[src/rtl/wb_arbiter_if.sv]
// Writeback bus between the three result producers, the arbiter and the
// register file write port.
interface wb_arbiter_if #(
  parameter int XLEN       = 32,
  parameter int REG_ADDR_W = 5
);
  logic                  alu_valid;
  logic                  alu_ready;
  logic [REG_ADDR_W-1:0] alu_addr;
  logic [XLEN-1:0]       alu_data;

  logic                  mem_valid;
  logic                  mem_ready;
  logic [REG_ADDR_W-1:0] mem_addr;
  logic [XLEN-1:0]       mem_data;

  logic                  md_valid;
  logic                  md_ready;
  logic [REG_ADDR_W-1:0] md_addr;
  logic [XLEN-1:0]       md_data;

  logic                  write_en;
  logic [REG_ADDR_W-1:0] write_addr;
  logic [XLEN-1:0]       write_data;
  logic                  busy;

  // Producer / register-file side.
  modport master (
    output alu_valid, alu_addr, alu_data,
    output mem_valid, mem_addr, mem_data,
    output md_valid,  md_addr,  md_data,
    input  alu_ready, mem_ready, md_ready,
    input  write_en, write_addr, write_data, busy
  );

  // Arbiter side.
  modport slave (
    input  alu_valid, alu_addr, alu_data,
    input  mem_valid, mem_addr, mem_data,
    input  md_valid,  md_addr,  md_data,
    output alu_ready, mem_ready, md_ready,
    output write_en, write_addr, write_data, busy
  );
endinterface

[src/rtl/wb_arbiter.sv]
// Writeback arbiter: fixed priority (alu > mem > md) with age-based
// anti-starvation, driving the register file write port from a register.
module wb_arbiter #(
  parameter int XLEN         = 32,
  parameter int REG_ADDR_W   = 5,
  parameter int STARVE_LIMIT = 4
) (
  input  logic         clk,
  input  logic         rst,
  wb_arbiter_if.slave  bus
);

  localparam logic [3:0] LIMIT = 4'(STARVE_LIMIT);
  localparam int unsigned NREQ = 3;

  typedef enum logic [1:0] {
    SRC_ALU  = 2'd0,
    SRC_MEM  = 2'd1,
    SRC_MD   = 2'd2,
    SRC_NONE = 2'd3
  } src_e;

  logic [NREQ-1:0]       valid;
  logic [NREQ-1:0]       is_x0;
  logic [NREQ-1:0]       req;
  logic [NREQ-1:0]       starved;
  logic [NREQ-1:0]       grant;
  logic [NREQ-1:0]       ready;
  logic [REG_ADDR_W-1:0] addr [NREQ];
  logic [XLEN-1:0]       data [NREQ];
  logic [3:0]            age  [NREQ];
  src_e                  winner;
  logic [REG_ADDR_W-1:0] win_addr;
  logic [XLEN-1:0]       win_data;

  assign valid   = {bus.md_valid, bus.mem_valid, bus.alu_valid};
  assign addr[0] = bus.alu_addr;
  assign addr[1] = bus.mem_addr;
  assign addr[2] = bus.md_addr;
  assign data[0] = bus.alu_data;
  assign data[1] = bus.mem_data;
  assign data[2] = bus.md_data;

  always_comb begin
    is_x0   = '0;
    req     = '0;
    starved = '0;
    for (int unsigned i = 0; i < NREQ; i++) begin
      is_x0[i]   = valid[i] && (addr[i] == '0);
      req[i]     = valid[i] && (addr[i] != '0);
      starved[i] = req[i] && (age[i] >= LIMIT);
    end
  end

  // Any starved requester pre-empts the fixed order; ties go to the lower index.
  always_comb begin
    winner = SRC_NONE;
    if (|starved) begin
      if (starved[0])      winner = SRC_ALU;
      else if (starved[1]) winner = SRC_MEM;
      else                 winner = SRC_MD;
    end else begin
      if (req[0])      winner = SRC_ALU;
      else if (req[1]) winner = SRC_MEM;
      else if (req[2]) winner = SRC_MD;
    end
  end

  always_comb begin
    grant    = '0;
    win_addr = '0;
    win_data = '0;
    case (winner)
      SRC_ALU: begin grant = 3'b001; win_addr = addr[0]; win_data = data[0]; end
      SRC_MEM: begin grant = 3'b010; win_addr = addr[1]; win_data = data[1]; end
      SRC_MD:  begin grant = 3'b100; win_addr = addr[2]; win_data = data[2]; end
      default: begin grant = '0; end
    endcase
  end

  // x0 writes are acknowledged outside arbitration; nothing is accepted in reset.
  assign ready         = rst ? '0 : (is_x0 | grant);
  assign bus.alu_ready = ready[0];
  assign bus.mem_ready = ready[1];
  assign bus.md_ready  = ready[2];
  assign bus.busy      = |(valid & ~ready);

  always_ff @(posedge clk) begin
    if (rst) begin
      for (int unsigned i = 0; i < NREQ; i++) age[i] <= '0;
    end else begin
      for (int unsigned i = 0; i < NREQ; i++) begin
        if (!valid[i] || ready[i]) age[i] <= '0;
        else if (age[i] < LIMIT)   age[i] <= age[i] + 4'd1;
      end
    end
  end

  always_ff @(posedge clk) begin
    if (rst) begin
      bus.write_en   <= 1'b0;
      bus.write_addr <= '0;
      bus.write_data <= '0;
    end else begin
      bus.write_en <= (winner != SRC_NONE);
      if (winner != SRC_NONE) begin
        bus.write_addr <= win_addr;
        bus.write_data <= win_data;
      end
    end
  end

endmodule

[src/flat_wrapper.sv]
// flat-port wrapper written by rule: the top's interface ports become plain ports
module wb_arbiter_flat 
#(
  parameter int XLEN         = 32,
  parameter int REG_ADDR_W   = 5,
  parameter int STARVE_LIMIT = 4
)
  (clk, rst, bus_alu_valid, bus_alu_addr, bus_alu_data, bus_mem_valid, bus_mem_addr, bus_mem_data, bus_md_valid, bus_md_addr, bus_md_data, bus_alu_ready, bus_mem_ready, bus_md_ready, bus_write_en, bus_write_addr, bus_write_data, bus_busy);
  wb_arbiter_if #(.XLEN(XLEN), .REG_ADDR_W(REG_ADDR_W)) bus_i ();
  input  logic clk;
  input  logic rst;
  input wire logic [$bits(bus_i.alu_valid)-1:0] bus_alu_valid;
  input wire logic [$bits(bus_i.alu_addr)-1:0] bus_alu_addr;
  input wire logic [$bits(bus_i.alu_data)-1:0] bus_alu_data;
  input wire logic [$bits(bus_i.mem_valid)-1:0] bus_mem_valid;
  input wire logic [$bits(bus_i.mem_addr)-1:0] bus_mem_addr;
  input wire logic [$bits(bus_i.mem_data)-1:0] bus_mem_data;
  input wire logic [$bits(bus_i.md_valid)-1:0] bus_md_valid;
  input wire logic [$bits(bus_i.md_addr)-1:0] bus_md_addr;
  input wire logic [$bits(bus_i.md_data)-1:0] bus_md_data;
  output wire logic [$bits(bus_i.alu_ready)-1:0] bus_alu_ready;
  output wire logic [$bits(bus_i.mem_ready)-1:0] bus_mem_ready;
  output wire logic [$bits(bus_i.md_ready)-1:0] bus_md_ready;
  output wire logic [$bits(bus_i.write_en)-1:0] bus_write_en;
  output wire logic [$bits(bus_i.write_addr)-1:0] bus_write_addr;
  output wire logic [$bits(bus_i.write_data)-1:0] bus_write_data;
  output wire logic [$bits(bus_i.busy)-1:0] bus_busy;
  assign bus_i.alu_valid = bus_alu_valid;
  assign bus_i.alu_addr = bus_alu_addr;
  assign bus_i.alu_data = bus_alu_data;
  assign bus_i.mem_valid = bus_mem_valid;
  assign bus_i.mem_addr = bus_mem_addr;
  assign bus_i.mem_data = bus_mem_data;
  assign bus_i.md_valid = bus_md_valid;
  assign bus_i.md_addr = bus_md_addr;
  assign bus_i.md_data = bus_md_data;
  assign bus_alu_ready = bus_i.alu_ready;
  assign bus_mem_ready = bus_i.mem_ready;
  assign bus_md_ready = bus_i.md_ready;
  assign bus_write_en = bus_i.write_en;
  assign bus_write_addr = bus_i.write_addr;
  assign bus_write_data = bus_i.write_data;
  assign bus_busy = bus_i.busy;
  wb_arbiter #(.XLEN(XLEN), .REG_ADDR_W(REG_ADDR_W), .STARVE_LIMIT(STARVE_LIMIT)) u_core (.clk(clk), .rst(rst), .bus(bus_i));
endmodule
[config.mk]
export PLATFORM = sky130hd
export DESIGN_NAME = wb_arbiter_flat
export DESIGN_NICKNAME = d
export VERILOG_FILES = /design/src/rtl/wb_arbiter_if.sv /design/src/rtl/wb_arbiter.sv /design/src/flat_wrapper.sv
export SDC_FILE = /design/constraint.sdc
export NUM_CORES = 1
export LEC_CHECK = 0
export CAP_MARGIN = 20
export CORE_MARGIN = 5
export CORE_UTILIZATION = 40
export CTS_CLUSTER_DIAMETER = 100
export DETAILED_ROUTE_END_ITERATION = 12
export PLACE_DENSITY = 0.92
export SLEW_MARGIN = 20
export SYNTH_ARGS = -nofsm -noshare
export SYNTH_HDL_FRONTEND = slang
export SYNTH_SLANG_ARGS = --single-unit
[constraint.sdc]
create_clock -name clk -period 3.1 [get_ports clk]
set_input_delay 0.465 -clock clk [delete_from_list [all_inputs] [get_ports clk]]
set_output_delay 0.465 -clock clk [all_outputs]
set_load 0.005 [all_outputs]
## Word level (Yosys, flattened, before mapping)

Memories as Yosys holds them, arrays and structs flattened.
Index checks and enable logic that the tools add are counted.

| word-level totals | value |
|---|---|
| input bits | 116 |
| register bits | 38 |
| memories | 1 |
| RAM bits | 12 |
| output and inout bits | 42 |

| operators by class | value |
|---|---|
| eq/ne operators | 3 |
| add/subtract/negate cells | 3 |
| reduce and logical (&&, ||, !) cells | 24 |
| mux-type cells | 39 |
| $lt $le $gt $ge | 6 |
| bitwise operators | 9 |

Memories:

| memory | words | width | rd ports | clocked after Yosys merged registers in | wr ports | RTL line | RTL |
|---|---|---|---|---|---|---|---|
| u_core.age | 3 | 4 | 3 | 0 | 3 | wb_arbiter.sv:31 | `logic [3:0] age [NREQ];` |

Operators with widths:

| kind | number |
|---|---|
| $pmux 32 s3 | 1 |
| $mux 1 | 24 |
| $mux 4 | 6 |
| $logic_not 5->1 | 3 |
| $pmux 5 s3 | 1 |
| $reduce_bool 5->1 | 3 |
| $add 4x1->4 const B | 3 |
| $ge 4x3->1 const B | 3 |
| $lt 4x3->1 const B | 3 |
| $mux 2 | 5 |
| $logic_and 1x1->1 | 9 |
| $pmux 3 s3 | 1 |
| $or 1x1->1 | 6 |
| $reduce_or 3->1 | 2 |
| $and 3x3->3 | 1 |
| $logic_not 1->1 | 3 |
| $logic_or 1x1->1 | 3 |
| $mux 3 | 1 |
| $not 3->3 | 1 |
| $or 3x3->3 | 1 |
| $eq 2x1->1 const B | 1 |
| $eq 2x2->1 const B | 1 |
| $logic_not 2->1 | 1 |
| $ne 2x2->1 const B | 1 |

## Longest topological paths before layout

Gate-level depths: netlist of the first run.

| logic depth | value |
|---|---|
| depth after elaboration | 16 |
| depth in mapped cells | 7 |
| gate-level depth less buffers | 5 |

## Worst setup path after synthesis of the first run

No wires, ideal clock.

| path | value |
|---|---|
| kind | input -> output |
| from | input port bus_alu_addr[1] |
| to | output port bus_md_ready |
| stages | 6 |
| path slack | 0.684 ns |
| data arrival time | 1.951 ns |
| cell sequence | or4_1 -> o21ai_4 -> a21o_2 -> buf_2 -> a21oi_1 -> nor3b_1 |

| on the way | value |
|---|---|
| longest elaborated chain between the ends | 9 |
| elaborated cells between the ends (all ways) | 13 |
| classes of those cells | eq/ne: 2; mux: 5; bitwise: 1; reduce/logical: 5 |

RTL lines:

| what | RTL line | RTL |
|---|---|---|
| start: declaration | flat_wrapper.sv:13 | `input wire logic [$bits(bus_i.alu_addr)-1:0] bus_alu_addr;` |
| $reduce_bool 5->1 * | wb_arbiter.sv:50 | `req[i] = valid[i] && (addr[i] != '0);` |
| $logic_and 1x1->1 * | wb_arbiter.sv:50 |  |
| $logic_and 1x1->1 | wb_arbiter.sv:51 | `starved[i] = req[i] && (age[i] >= LIMIT);` |
| $reduce_or 3->1 / $mux 2 (equally long branches) | wb_arbiter.sv:58, wb_arbiter.sv:59 |  |
| $mux 2 * | wb_arbiter.sv:58 | `if (\|starved) begin` |
| $eq 2x2->1, or another cell as far along | wb_arbiter.sv:73 | `case (winner)` |
| $pmux 3 s3 * | wb_arbiter.sv:73 |  |
| $or 3x3->3 * | wb_arbiter.sv:82 | `assign ready = rst ? '0 : (is_x0 \| grant);` |
| $mux 3 * | wb_arbiter.sv:82 |  |
| end: declaration | flat_wrapper.sv:23 | `output wire logic [$bits(bus_i.md_ready)-1:0] bus_md_ready;` |

Every way passes the cells marked *; elsewhere a longest branch is shown, timed or not.

## Worst setup path in the final report of the first run

| path | value |
|---|---|
| from | input port bus_md_addr[1] |
| to | output port bus_md_ready |

| on the way | value |
|---|---|
| longest elaborated chain between the ends | 10 |
| elaborated cells between the ends (all ways) | 16 |
| classes of those cells | eq/ne: 2; mux: 6; bitwise: 1; reduce/logical: 7 |

RTL lines:

| what | RTL line | RTL |
|---|---|---|
| start: declaration | flat_wrapper.sv:19 | `input wire logic [$bits(bus_i.md_addr)-1:0] bus_md_addr;` |
| $reduce_bool 5->1 | wb_arbiter.sv:50 |  |
| $logic_and 1x1->1 | wb_arbiter.sv:50 |  |
| $mux 1 | wb_arbiter.sv:65 | `else if (req[2]) winner = SRC_MD;` |
| $mux 2 | wb_arbiter.sv:64 | `else if (req[1]) winner = SRC_MEM;` |
| $mux 2 | wb_arbiter.sv:63 | `if (req[0]) winner = SRC_ALU;` |
| $mux 2 | wb_arbiter.sv:58 |  |
| $eq 2x2->1, or another cell as far along | wb_arbiter.sv:73 |  |
| $pmux 3 s3 | wb_arbiter.sv:73 |  |
| $or 3x3->3 * | wb_arbiter.sv:82 |  |
| $mux 3 * | wb_arbiter.sv:82 |  |

Marked as above.

==> run summary, run 1 <==
For the global-route met1 utilization, the log shows 0.277. In the layout the commonest cells are 153 x sky130_fd_sc_hd__clkdlybuf4s50_1, 38 x sky130_fd_sc_hd__dfxtp_1, 37 x sky130_fd_sc_hd__a32oi_1. Timing would allow up to 337 MHz. At the end of routability-driven placement, the weighted congestion stood at 0.966. Start-to-end type of the worst setup path: in2out. The register-to-register setup slack came out at 680 ps. The tools report the largest net degree at the start of global routing as 41.

Detailed routing inserted a total of 3572 vias. For the total DRC errors in the routed layout, the log shows 0. Buffers inserted to repair hold after CTS numbered 0. The die outline height is 96.6 um, and the total chip power is 1.76 mW. The top flip-flop cell by instance count after synthesis was sky130_fd_sc_hd__dfxtp_1. The tools report the total count of hold-check failures in the final report as 0.

For the antenna diode count, the log shows 0. The mux cell area share after synthesis came out at 0. For the sequential-to-total area share from yosys stat, the log shows 0.374. The pre-antenna-repair detailed-routing pass consisted of 4 iterations. The tools report the total I/O pin count as 158. The final layout contains 608 nets.

Relative to the synthesized area, the layout overhead comes to 58.8%. The internal power of the cells totals 1.26 mW. After synthesis, the largest family of logic cells by area is compound AO/OA/AOI/OAI gates.

The tools report the total track usage as 0.241. The fraction of the mapped netlist area in compound gates was 0.409; the number of DRC violations after detailed-routing iteration 0 was 225. The CTS buffer count was 5. Startpoint type of the worst setup path: an input pin.

The synthesized design contains 50 register bits. The combinational group share of total power is 0.327. After clock tree synthesis, the clock-pin slew on the worst setup and hold paths is 90 ps.

The floorplan has 31 rows. The switching fraction of total power was 0.281; the met3 capacity usage during global routing was 0.0689. The worst min-delay path category is reg2reg. The destination of the worst register-to-register timing path was u_core.age[2][3]. The tools report the sequential cell fraction of total power as 0.430. The post-synthesis share of cell area spent on and, or, nand and nor gates was 0.127; the number of sinks driven by the clock tree was 50.

TritonCTS built the clock tree. Starting density of the core: 0.411. The tools report the area used by sequential logic in the layout as 1120 um2. The logs give 3690 for the via count of the first global-routing pass and 0 for the post-detailed-route count of antenna-violating nets.

IR analysis of the VDD net gives a maximum drop of 0.215 mV. Once the clock tree was built, the setup fixing pass inserted 0 buffers. The signal on the critical path passes through clkdlybuf4s50_1, or4_4, o21a_1, buf_4, a21o_2, a21oi_1, nor3b_1, dlygate4sd2_1.

The xor-xnor portion of the synthesized cell area was 0.00292. In this run the clock root is driven by a sky130_fd_sc_hd__clkbuf_8. Share of synthesized flip-flops with an asynchronous set or reset: 0.

Adder-cell share of the synthesized area: 0.0125. The tools report the number of synthesis warnings as 0. The total power divided by cell area is 370 nW/um2, and the transition time at the pin with the least slew margin is 867 ps. The buffers plus inverters on the worst setup path was 3. The distinct cell type count of the synthesized netlist came out at 48.

STA puts the critical path data required time at 2630 ps. The wire-length estimate of the detail-placed layout is 8480 um. The part of the power in the clock network is 0.242. The worst flop-to-flop path startpoint is u_core.age[2][2]. The mapped netlist covers 3000 um2. The library cell used most frequently in the layout, excluding fill and tap cells, is sky130_fd_sc_hd__clkdlybuf4s50_1. The met2 track utilization from global routing is 0.422. For the clock insertion delay at the later pin of the skew report, the log shows 300 ps.

Category of cells accounting for the largest share of critical-path delay: buffers and inverters. Hold is met by 513 ps. The share of final-layout standard cells stronger than drive strength 1 is 0.0816.

The filler cells instantiated in the layout total 604. X dimension of the die: 96.6 um. The capturing element type of the critical path is an output port. The switching power of the nets is 494 uW, and the worst clock skew is 3.96 ps. Final cycle utilization of the critical path: 0.957.

The relative max-transition margin is 0.418. The busiest metal layer after global routing was met2. A synthesized cell averages 8.95 um2. Setup repair after global routing left no endpoint under its margin.

The slowest stage of the critical path is the sky130_fd_sc_hd__or4_4 cell. The number of logic stages on the critical path including buffering works out to 8. The number of max-slew violations in the final report is 0. The tools report the initial antenna violation count as 0. For the worst flop-to-flop path, the logic depth is 5.

The flow ran to the end, and the final reports show no timing, DRC or antenna violations. Post-detailed-route wirelength per cell: 19.5 um. The number of flops mapped to enable cells by yosys works out to 12. The minimum clock period was 2970 ps. Destination of the critical timing path: bus_md_ready. After detailed routing, the number of vias per cell comes to 6.06.

Along the worst path, the maximum fanout reaches 3. Synthesis produced a netlist whose cell count is 335. CTS built an H-tree with a depth of 2. The floorplan step defined a die boundary enclosing 9320 um2. The start point of the critical path was bus_md_addr[1].

The run gives 0 as the final setup violation count. For this block, the routed nets add up to 11500 um of wire. In this run the static leakage power is 1.70 nW. The count of buffers added on input and output ports is 157. In this design, the stage delay of the slowest critical-path cell is 560 ps. The core region is 7290 um2. The tools report the maximum clock path buffer count as 2. At the worst endpoint, the arrival time is 2500 ps. The tool flagged a number of max-cap violations equal to 0.

The first global-routing pass estimated 17600 um of wire. After global routing the overflow that remains totals 0. The footprint of the multi-input gates was 1680 um2.
==> power by group through the flow <==
stage                     clock network [mW]  logic, mW  registers (mW)
after floorplan                            0      0.235           0.774
after global placement                     0      0.559           0.768
after detailed placement                   0      0.572           0.772
after CTS                              0.440      0.574           0.757
after global routing                   0.467      0.619           0.764
final                                  0.426      0.576           0.757
==> how the worst min path moves through the flow <==
stage | start | end | slack [ps] | cells after the start
after detailed placement | u_core.bus.write_addr[4] | u_core.bus.write_addr[4] | 500 | 2
after global placement | u_core.bus.write_addr[0] | u_core.bus.write_addr[0] | 490 | 2
after floorplan | u_core.bus.write_addr[0] | u_core.bus.write_addr[0] | 490 | 2
after CTS | u_core.bus.write_addr[4] | u_core.bus.write_addr[4] | 510 | 2
final | u_core.bus.write_addr[0] | u_core.bus.write_addr[0] | 510 | 2
after global routing | u_core.bus.write_addr[2] | u_core.bus.write_addr[2] | 530 | 2
==> flip-flops by register name, summed over array words and instances (netlist names) <==
signal,count
u_core.bus.write_data,32
u_core.bus.write_addr,5
u_core.age,12
u_core.bus.write_en,1
==> synthesized netlist by cell type, types with 2 or more instances <==
library cell	n	share of area
sky130_fd_sc_hd__a22oi_1	5	0.013
sky130_fd_sc_hd__nor2_1	16	0.020
sky130_fd_sc_hd__and3_1	4	0.0083
sky130_fd_sc_hd__o21a_1	6	0.015
sky130_fd_sc_hd__dfxtp_1	38	0.25
sky130_fd_sc_hd__a21oi_1	34	0.057
sky130_fd_sc_hd__o21bai_1	32	0.080
sky130_fd_sc_hd__nand3_1	34	0.057
sky130_fd_sc_hd__a31oi_1	32	0.067
sky130_fd_sc_hd__nand2_1	3	0.0038
sky130_fd_sc_hd__a21o_2	2	0.0058
sky130_fd_sc_hd__a32oi_1	37	0.11
sky130_fd_sc_hd__o21ai_0	2	0.0033
sky130_fd_sc_hd__conb_1	2	0.0025
sky130_fd_sc_hd__buf_2	9	0.015
sky130_fd_sc_hd__buf_6	7	0.026
sky130_fd_sc_hd__a211oi_1	6	0.015
sky130_fd_sc_hd__inv_1	3	0.0038
sky130_fd_sc_hd__clkbuf_4	2	0.0050
sky130_fd_sc_hd__edfxtp_1	12	0.12
sky130_fd_sc_hd__ha_1	3	0.013
sky130_fd_sc_hd__nor4b_1	2	0.0058
sky130_fd_sc_hd__and2_1	2	0.0042
sky130_fd_sc_hd__nor3_1	3	0.0050
sky130_fd_sc_hd__clkbuf_1	16	0.020
==> worst reg2reg max path, stage by stage (launching register included) <==
cell and delay [ps]:
sky130_fd_sc_hd__edfxtp_1 380, sky130_fd_sc_hd__nor2_1 120, sky130_fd_sc_hd__nor3_1 680, sky130_fd_sc_hd__a21o_2 260, sky130_fd_sc_hd__buf_4 390, sky130_fd_sc_hd__a2111o_1 310
==> final cells by class <==
| cell class | instances | area share |
|---|---|---|
| inverters | 3 | 0.00237 |
| repair buffers | 177 | 0.361 |
| flip-flops and latches | 50 | 0.236 |
| clock buffers | 8 | 0.0216 |
| multi-input cells | 252 | 0.354 |
| well taps | 99 | 0.0260 |
==> stage by stage <==
step | cells | instance area (um2) | utilization | setup TNS, ps | worst slack, ps
after global placement | 581 | 4660 | 0.639 | -109 | -70.1
after global routing | 589 | 4760 | 0.653 | 0 | 37.1
after detailed placement | 581 | 4660 | 0.639 | -263 | -114
after floorplan | 340 | 3020 | - | 0 | 684
final | 589 | 4760 | 0.653 | 0 | 133
after CTS | 589 | 4760 | 0.653 | 0 | 134
==> kinds of logic (layout without fill, tap and decap cells) <==
logic type,count (synthesis),in the layout
other,2,7
flip-flops,50,50
adder cells (fa/ha/maj),3,3
AO/OA/AOI/OAI,168,168
AND/OR/NAND/NOR,73,73
XOR/XNOR,1,1
buffers and inverters,38,188
==> layer usage <==
metal	vias up	share of wire
li1	1644	-
met1	1688	0.38
met2	217	0.50
met3	23	0.10
met4	0	0.019
met5	-	0
==> timing repair <==
item / in CTS / in global routing
resized for setup: 6 / 0
endpoints found under the hold margin: 0 / 0
endpoints found under the setup margin: 4 / 0
Note: power is estimated with default switching activity, not from simulation.
==> run 2: changes to the inputs <==
CORE_UTILIZATION = 41   (was 40)
CTS_BUF_LIST = sky130_fd_sc_hd__clkbuf_2 sky130_fd_sc_hd__clkbuf_4 sky130_fd_sc_hd__clkbuf_8   (was unset)
PLACE_DENSITY = 0.94   (was 0.92)
==> run 2 against run 1 <==
Worst hold slack got worse by 5.9 ps; core utilization rose by 1.2 points; final area rose by 0.24%; wire length rose by 1.7%; setup slack got worse by 31 ps; sequential power barely moved; via count rose by 0.45%; count of clock-buffer cells in the layout fell by 1; register-to-register slack barely moved; non-clock buffer count did not move; critical endpoint unchanged; largest cell class unchanged.
==> run summary, run 2 (synthesized netlist as in run 1, its figures left out) <==
The instance area after placement is 4660 um2 (unchanged). The total count of hold-check failures in the final report was 0 (unchanged). The transition time at the pin with the least slew margin came out at 840 ps (was 867 ps).

The global-route wire length before repair is 17800 um (was 17600 um). The area overhead of the layout relative to synthesis is 59.2% (was 58.8%), and the static leakage power is 1.70 nW (about the same). Biggest regs: u_core.bus.write_data x32, u_core.age x12, u_core.bus.write_addr x5 (unchanged). The tools report the footprint of the multi-input gates as 1680 um2 (unchanged).

Most frequent cells in the layout: 153 x sky130_fd_sc_hd__clkdlybuf4s50_1, 38 x sky130_fd_sc_hd__dfxtp_1, 37 x sky130_fd_sc_hd__a32oi_1 (unchanged). The number of buffers inserted by port buffering was 157 (unchanged). The worst clock skew came out at 12.1 ps (was 3.96 ps).

The tools report the end-of-flow core utilization as 0.665 (was 0.653). For the count of vias placed by the detailed router, the log shows 3588 (was 3572). The logs give 8460 um (was 8480 um) for the half-perimeter wire length after detailed placement and 42 (was 41) for the largest net degree at the start of global routing.

The register name with the most flops was u_core.bus.write_data (unchanged). The detailed-route vias per instance works out to 6.09 (was 6.06). The total DRC errors in the routed layout came out at 0 (unchanged). Wire length after detailed routing: 11700 um (was 11500 um). For the weighted congestion at the end of routability-driven global placement, the log shows 0.921 (was 0.966).

The run gives 0.418 (was 0.411) as the starting density of the core. Setup repair after global routing left no endpoint under its margin. The number of DRC violations after detailed-routing iteration 0 is 244 (was 225).

The top fanout value on the critical path is 6 (was 3). The total track usage is 0.246 (was 0.241), and the number of inserted filler cells in the final layout is 591 (was 604). The final cycle utilization of the critical path works out to 0.967 (was 0.957). Total iterations of the first detailed-routing run: 5 (was 4).

The worst min-delay path category was reg2reg (unchanged). The total I/O pin count was 158 (unchanged); the worst endpoint data arrival time was 2530 ps (was 2500 ps). The x dimension of the die was 95.5 um (was 96.6 um); the maximum level of the CTS H-tree was 2 (unchanged). The tools report the relative max-transition margin as 0.436 (was 0.418).

The most common cell after layout, fill and taps aside is sky130_fd_sc_hd__clkdlybuf4s50_1 (unchanged). The start-to-end type of the worst setup path is in2out (unchanged). The final setup violation count was 0 (unchanged). Capturing element type of the critical path: an output port (unchanged).

The run gives 0 (unchanged) as the antenna diode count. The minimum clock period works out to 3000 ps (was 2970 ps). Clock insertion delay at the later pin of the skew report: 300 ps (about the same). The required time reported for the critical path endpoint is 2630 ps (about the same), and the number of sinks driven by the clock tree is 50 (unchanged). CTS clock-pin slew for the worst setup and hold paths: 90 ps (about the same). The run finished with clean final reports. The via count of the first global-routing pass was 3728 (was 3690); the area used by sequential logic in the layout was 1120 um2 (unchanged). The logs give 334 MHz (was 337 MHz) for the maximum frequency from static timing analysis and 9120 um2 (was 9320 um2) for the total die area. The number of max-slew violations in the final report was 0 (unchanged). The share of final-layout standard cells stronger than drive strength 1 is 0.0837 (was 0.0816). The number of flip-flops under the largest register name is 32 (unchanged), and the total global routing overflow is 0 (unchanged). The run gives 0 (unchanged) as the number of maximum-capacitance constraint violations.

The maximum clock path buffer count came out at 2 (unchanged). The clock root buffer is sky130_fd_sc_hd__clkbuf_8 (unchanged). Total chip power: 1.81 mW (was 1.76 mW).

The number of nets in the layout was 608 (unchanged). The initial antenna violation count came out at 0 (unchanged). The die outline height was 95.5 um (was 96.6 um). The post-detailed-route wirelength per cell came out at 19.8 um (was 19.5 um).

The tools report the number of rows in the core area as 31 (unchanged). The CTS buffer count was 5 (unchanged); the total power divided by cell area was 379 nW/um2 (was 370 nW/um2). The startpoint type of the worst setup path was an input pin (unchanged). Area of the core: 7180 um2 (was 7290 um2). TritonCTS built the clock tree. The register-to-register setup slack is 670 ps (was 680 ps), and the cell area after layout is 4770 um2 (was 4760 um2). Peak supply drop: 0.191 mV (was 0.215 mV). The logs give 507 ps (was 513 ps) for the worst hold slack after final layout and 0 (unchanged) for the post-detailed-route count of antenna-violating nets.
run 2: cell types whose count changed in the layout (fill, tap and decap cells not counted):
cell,previous run,this run
sky130_fd_sc_hd__clkbuf_4,0,2
sky130_fd_sc_hd__a21oi_1,34,33
sky130_fd_sc_hd__a21oi_2,0,1
sky130_fd_sc_hd__bufinv_16,0,1
sky130_fd_sc_hd__clkbuf_1,1,0
sky130_fd_sc_hd__clkbuf_16,1,0
sky130_fd_sc_hd__clkbuf_2,1,0
sky130_fd_sc_hd__or4_1,0,1
sky130_fd_sc_hd__or4_4,2,1
run 2: path summary, 6_finish.rpt:
check	cells after the start	from	endpoint
min	2	u_core.bus.write_addr[2]	u_core.bus.write_addr[2]
max	8	bus_md_addr[2]	bus_md_ready
max reg2reg	4	u_core.age[0][2]	u_core.age[2][3]
min reg2reg	2	u_core.bus.write_addr[2]	u_core.bus.write_addr[2]
run 2: layout make-up:
type / instances / area share
clock buffers: 7 / 0.0176
clock inverters: 1 / 0.00630
inverters: 3 / 0.00236
multi-input cells: 252 / 0.353
flip-flops and latches: 50 / 0.235
well taps: 99 / 0.0260
repair buffers: 177 / 0.360
run 2: routing by layer:
layer	part of all wire	wire length (um)	GRT usage
met1	0.39	4570	0.300
met2	0.50	5880	0.431
met3	0.094	1100	0.0537
met4	0.012	136	0.0758
met5	0	0	0
run 2: power by group:
| group | leakage (nW) | internal, mW | switching (mW) |
|---|---|---|---|
| clock | 0.0593 | 0.259 | 0.214 |
| combinational | 1.19 | 0.325 | 0.252 |
| sequential | 0.450 | 0.727 | 0.0312 |
run 2: critical path, stage by stage:
cell,delay [ps]
sky130_fd_sc_hd__clkdlybuf4s50_1,450
sky130_fd_sc_hd__or4_4,560
sky130_fd_sc_hd__o21a_1,200
sky130_fd_sc_hd__buf_4,160
sky130_fd_sc_hd__a21o_2,230
sky130_fd_sc_hd__a21oi_2,130
sky130_fd_sc_hd__nor3b_1,60
sky130_fd_sc_hd__dlygate4sd2_1,280
run 2: repair_timing:
| action | 4_1_cts | 5_1_grt |
|---|---|---|
| gates resized for setup | 5 | 1 |
| buffers inserted | 0 | 0 |
| hold buffers | 0 | 0 |
| setup endpoints to repair | 4 | 1 |
| hold endpoints to repair | 0 | 0 |
run 2: stage by stage:
| step | std cells | setup slack (ps) | TNS [ps] |
|---|---|---|---|
| 2_1_floorplan | 340 | 684 | 0 |
| 3_3_place_gp | 581 | -28.0 | -75.0 |
| 3_5_place_dp | 581 | -64.0 | -198 |
| 4_1_cts | 589 | 108 | 0 |
| 5_1_grt | 589 | 40.4 | 0 |
| 6_report | 589 | 102 | 0 |
==> run 3: changes to the inputs <==
clock period = 3 ns   (was 3.1 ns; I/O delays follow)
==> run 3 against run 2 <==
Clock skew down 1.9 ps; count of clock-buffer cells in the layout did not move; wire length shrank 4.2%; final area shrank 0.45%; flip-flop and latch count is the same; core utilization fell by 0.30 points; global-route usage fell by 1.2 points; largest cell class unchanged; clock power shrank 21%.
==> run summary, run 3 (synthesized netlist as in run 1, its figures left out) <==
The total I/O pin count was 158 (unchanged). The worst endpoint data arrival time was 2490 ps (was 2530 ps). The number of max-slew violations in the final report came out at 0 (unchanged). For the number of rows in the core area, the log shows 31 (unchanged). Register name with the most flops: u_core.bus.write_data (unchanged). For the antenna diode count, the log shows 0 (unchanged).

The tools report the number of DRC violations after detailed-routing iteration 0 as 172 (was 244). The end-of-flow core utilization is 0.662 (was 0.665), and the CTS clock-pin slew for the worst setup and hold paths is 70 ps (was 90 ps). For the largest net degree at the start of global routing, the log shows 41 (was 42). The run gives 609 (was 608) as the number of nets in the layout.

The logs give 0.214 (was 0.262) for the part of the power in the clock network and 0 (unchanged) for the initial antenna violation count. For the number of sinks driven by the clock tree, the log shows 50 (unchanged). Clock root buffer: sky130_fd_sc_hd__clkbuf_8 (unchanged). The via count of the first global-routing pass was 3581 (was 3728); the CTS buffer count was 5 (unchanged). The global-route wire length before repair was 17000 um (was 17800 um). Worst clock skew: 10.3 ps (was 12.1 ps). The total count of hold-check failures in the final report came out at 0 (unchanged).

The worst min-delay path category is reg2reg (unchanged). The detailed-route vias per instance came out at 5.98 (was 6.09). For the hold buffer count at CTS, the log shows 0 (unchanged). Number of buffers inserted by port buffering: 157 (unchanged).

The run gives 561 (was 591) as the number of inserted filler cells in the final layout. The run gives 0 (unchanged) as the post-detailed-route count of antenna-violating nets. The start-to-end type of the worst setup path is in2out (unchanged). Number of flip-flops under the largest register name: 32 (unchanged). The wire length after detailed routing came out at 11200 um (was 11700 um). The run finished with clean final reports.

The tools report the relative max-transition margin as 0.420 (was 0.436). The final cycle utilization of the critical path was 0.980; the total power divided by cell area was 369 nW/um2 (was 379 nW/um2). The transition time at the pin with the least slew margin was 864 ps (was 840 ps); the minimum clock period was 2940 ps. The weighted congestion at the end of routability-driven global placement is 0.936 (was 0.921), and the setup TNS is 0 ps (unchanged). Final setup violation count: 0 (unchanged). Combinational group share of total power: 0.339 (was 0.319).

Half-perimeter wire length after detailed placement: 8240 um (was 8460 um). The tools report the area of the core as 7180 um2 (unchanged). Biggest regs: u_core.bus.write_data x32, u_core.age x12, u_core.bus.write_addr x5 (unchanged). The peak supply drop is 0.162 mV (was 0.191 mV), and the top fanout value on the critical path is 5 (was 6). The starting density of the core was 0.418 (unchanged); the total chip power was 1.75 mW (was 1.81 mW). The post-detailed-route wirelength per cell came out at 19.0 um (was 19.8 um). The instance area after placement was 4660 um2 (about the same). The logs give 9120 um2 (unchanged) for the total die area and 3524 (was 3588) for the count of vias placed by the detailed router.

The number of post-CTS setup repair buffers was 0 (unchanged); the maximum frequency from static timing analysis was 340 MHz. The area overhead of the layout relative to synthesis was 58.5% (was 59.2%). The die outline height came out at 95.5 um (unchanged). The total iterations of the first detailed-routing run came out at 5 (unchanged).

The run gives -127 ps (was -64.0 ps) as the worst slack after detailed placement. The maximum clock path buffer count is 2 (unchanged). The total DRC errors in the routed layout is 0 (unchanged), and the x dimension of the die is 95.5 um (unchanged). TritonCTS built the clock tree. The total internal power is 1.27 mW (was 1.31 mW). The cell area after layout is 4750 um2 (was 4770 um2).

The tools report the startpoint type of the worst setup path as an input pin (unchanged). The switching power of the nets came out at 483 uW (was 497 uW). The total global routing overflow was 0 (unchanged).

The static leakage power came out at 1.69 nW (was 1.70 nW). Capturing element type of the critical path: an output port (unchanged). For the slack of the critical path, the log shows 59.0 ps (was 102 ps). The required time reported for the critical path endpoint is 2550 ps (was 2630 ps). Setup repair after global routing left no endpoint under its margin. The total track usage is 0.234 (was 0.246), and the number of maximum-capacitance constraint violations is 0 (unchanged). The share of final-layout standard cells stronger than drive strength 1 came out at 0.0837 (unchanged). Most frequent cells in the layout: 153 x sky130_fd_sc_hd__clkdlybuf4s50_1, 38 x sky130_fd_sc_hd__dfxtp_1, 37 x sky130_fd_sc_hd__a32oi_1 (unchanged).

The clock insertion delay at the later pin of the skew report was 290 ps (was 300 ps). The most common cell after layout, fill and taps aside is sky130_fd_sc_hd__clkdlybuf4s50_1 (unchanged). The sequential cell fraction of total power was 0.447 (was 0.419). Switching fraction of total power: 0.276 (was 0.275). The maximum level of the CTS H-tree came out at 2 (unchanged).
## run 3: cell type report
class	count	area (um2)	share of cell area
Timing Repair Buffer	178	1730	0.363
Multi-Input combinational cell	252	1680	0.354
Sequential cell	50	1120	0.236
Clock buffer	7	83.8	0.0177
Inverter	3	11.3	0.00237
Tap cell	99	124	0.0261
## run 3: power by group through the flow
stage          logic [mW]  clock network, mW  registers [mW]
2_1_floorplan       0.243                  0           0.800
3_3_place_gp        0.578                  0           0.795
3_5_place_dp        0.588                  0           0.799
4_1_cts             0.587              0.387           0.784
5_1_grt             0.634              0.419           0.792
6_report            0.593              0.375           0.783
## run 3: critical path, stage by stage
cell and delay (ps):
sky130_fd_sc_hd__clkdlybuf4s50_1 440, sky130_fd_sc_hd__or4_4 570, sky130_fd_sc_hd__o21a_1 200, sky130_fd_sc_hd__buf_4 160, sky130_fd_sc_hd__a21o_2 220, sky130_fd_sc_hd__a21oi_2 110, sky130_fd_sc_hd__nor3b_1 60, sky130_fd_sc_hd__dlygate4sd2_1 280
## run 3: what timing repair did
action,4_1_cts,5_1_grt
pin swaps,0,1
hold endpoints to repair,0,0
gates resized for setup,5,2
setup endpoints to repair,4,2
## run 3: per-layer routing
metal / vias to the layer above / share of wire / global-route usage
li1: 1650 / - / -
met2: 217 / 0.49 / 0.407
met5: - / 0 / 0
met1: 1628 / 0.39 / 0.276
met4: 0 / 0.026 / 0.0889
met3: 29 / 0.098 / 0.0584
## run 3: final timing paths
kind / startpoint / to / slack [ps] / cells after the start
max: bus_md_addr[1] / bus_md_ready / 60 / 8
min: u_core.bus.write_addr[0] / u_core.bus.write_addr[0] / 500 / 2
max reg2reg: u_core.age[0][2] / u_core.age[2][1] / 590 / 4
min reg2reg: u_core.bus.write_addr[0] / u_core.bus.write_addr[0] / 500 / 2
## run 3: per-stage QoR
step                      hold WS, ps  instances
after floorplan                   494        340
after detailed placement          493        582
after CTS                         503        589
after global placement            494        582
after global routing              542        589
final                             500        589
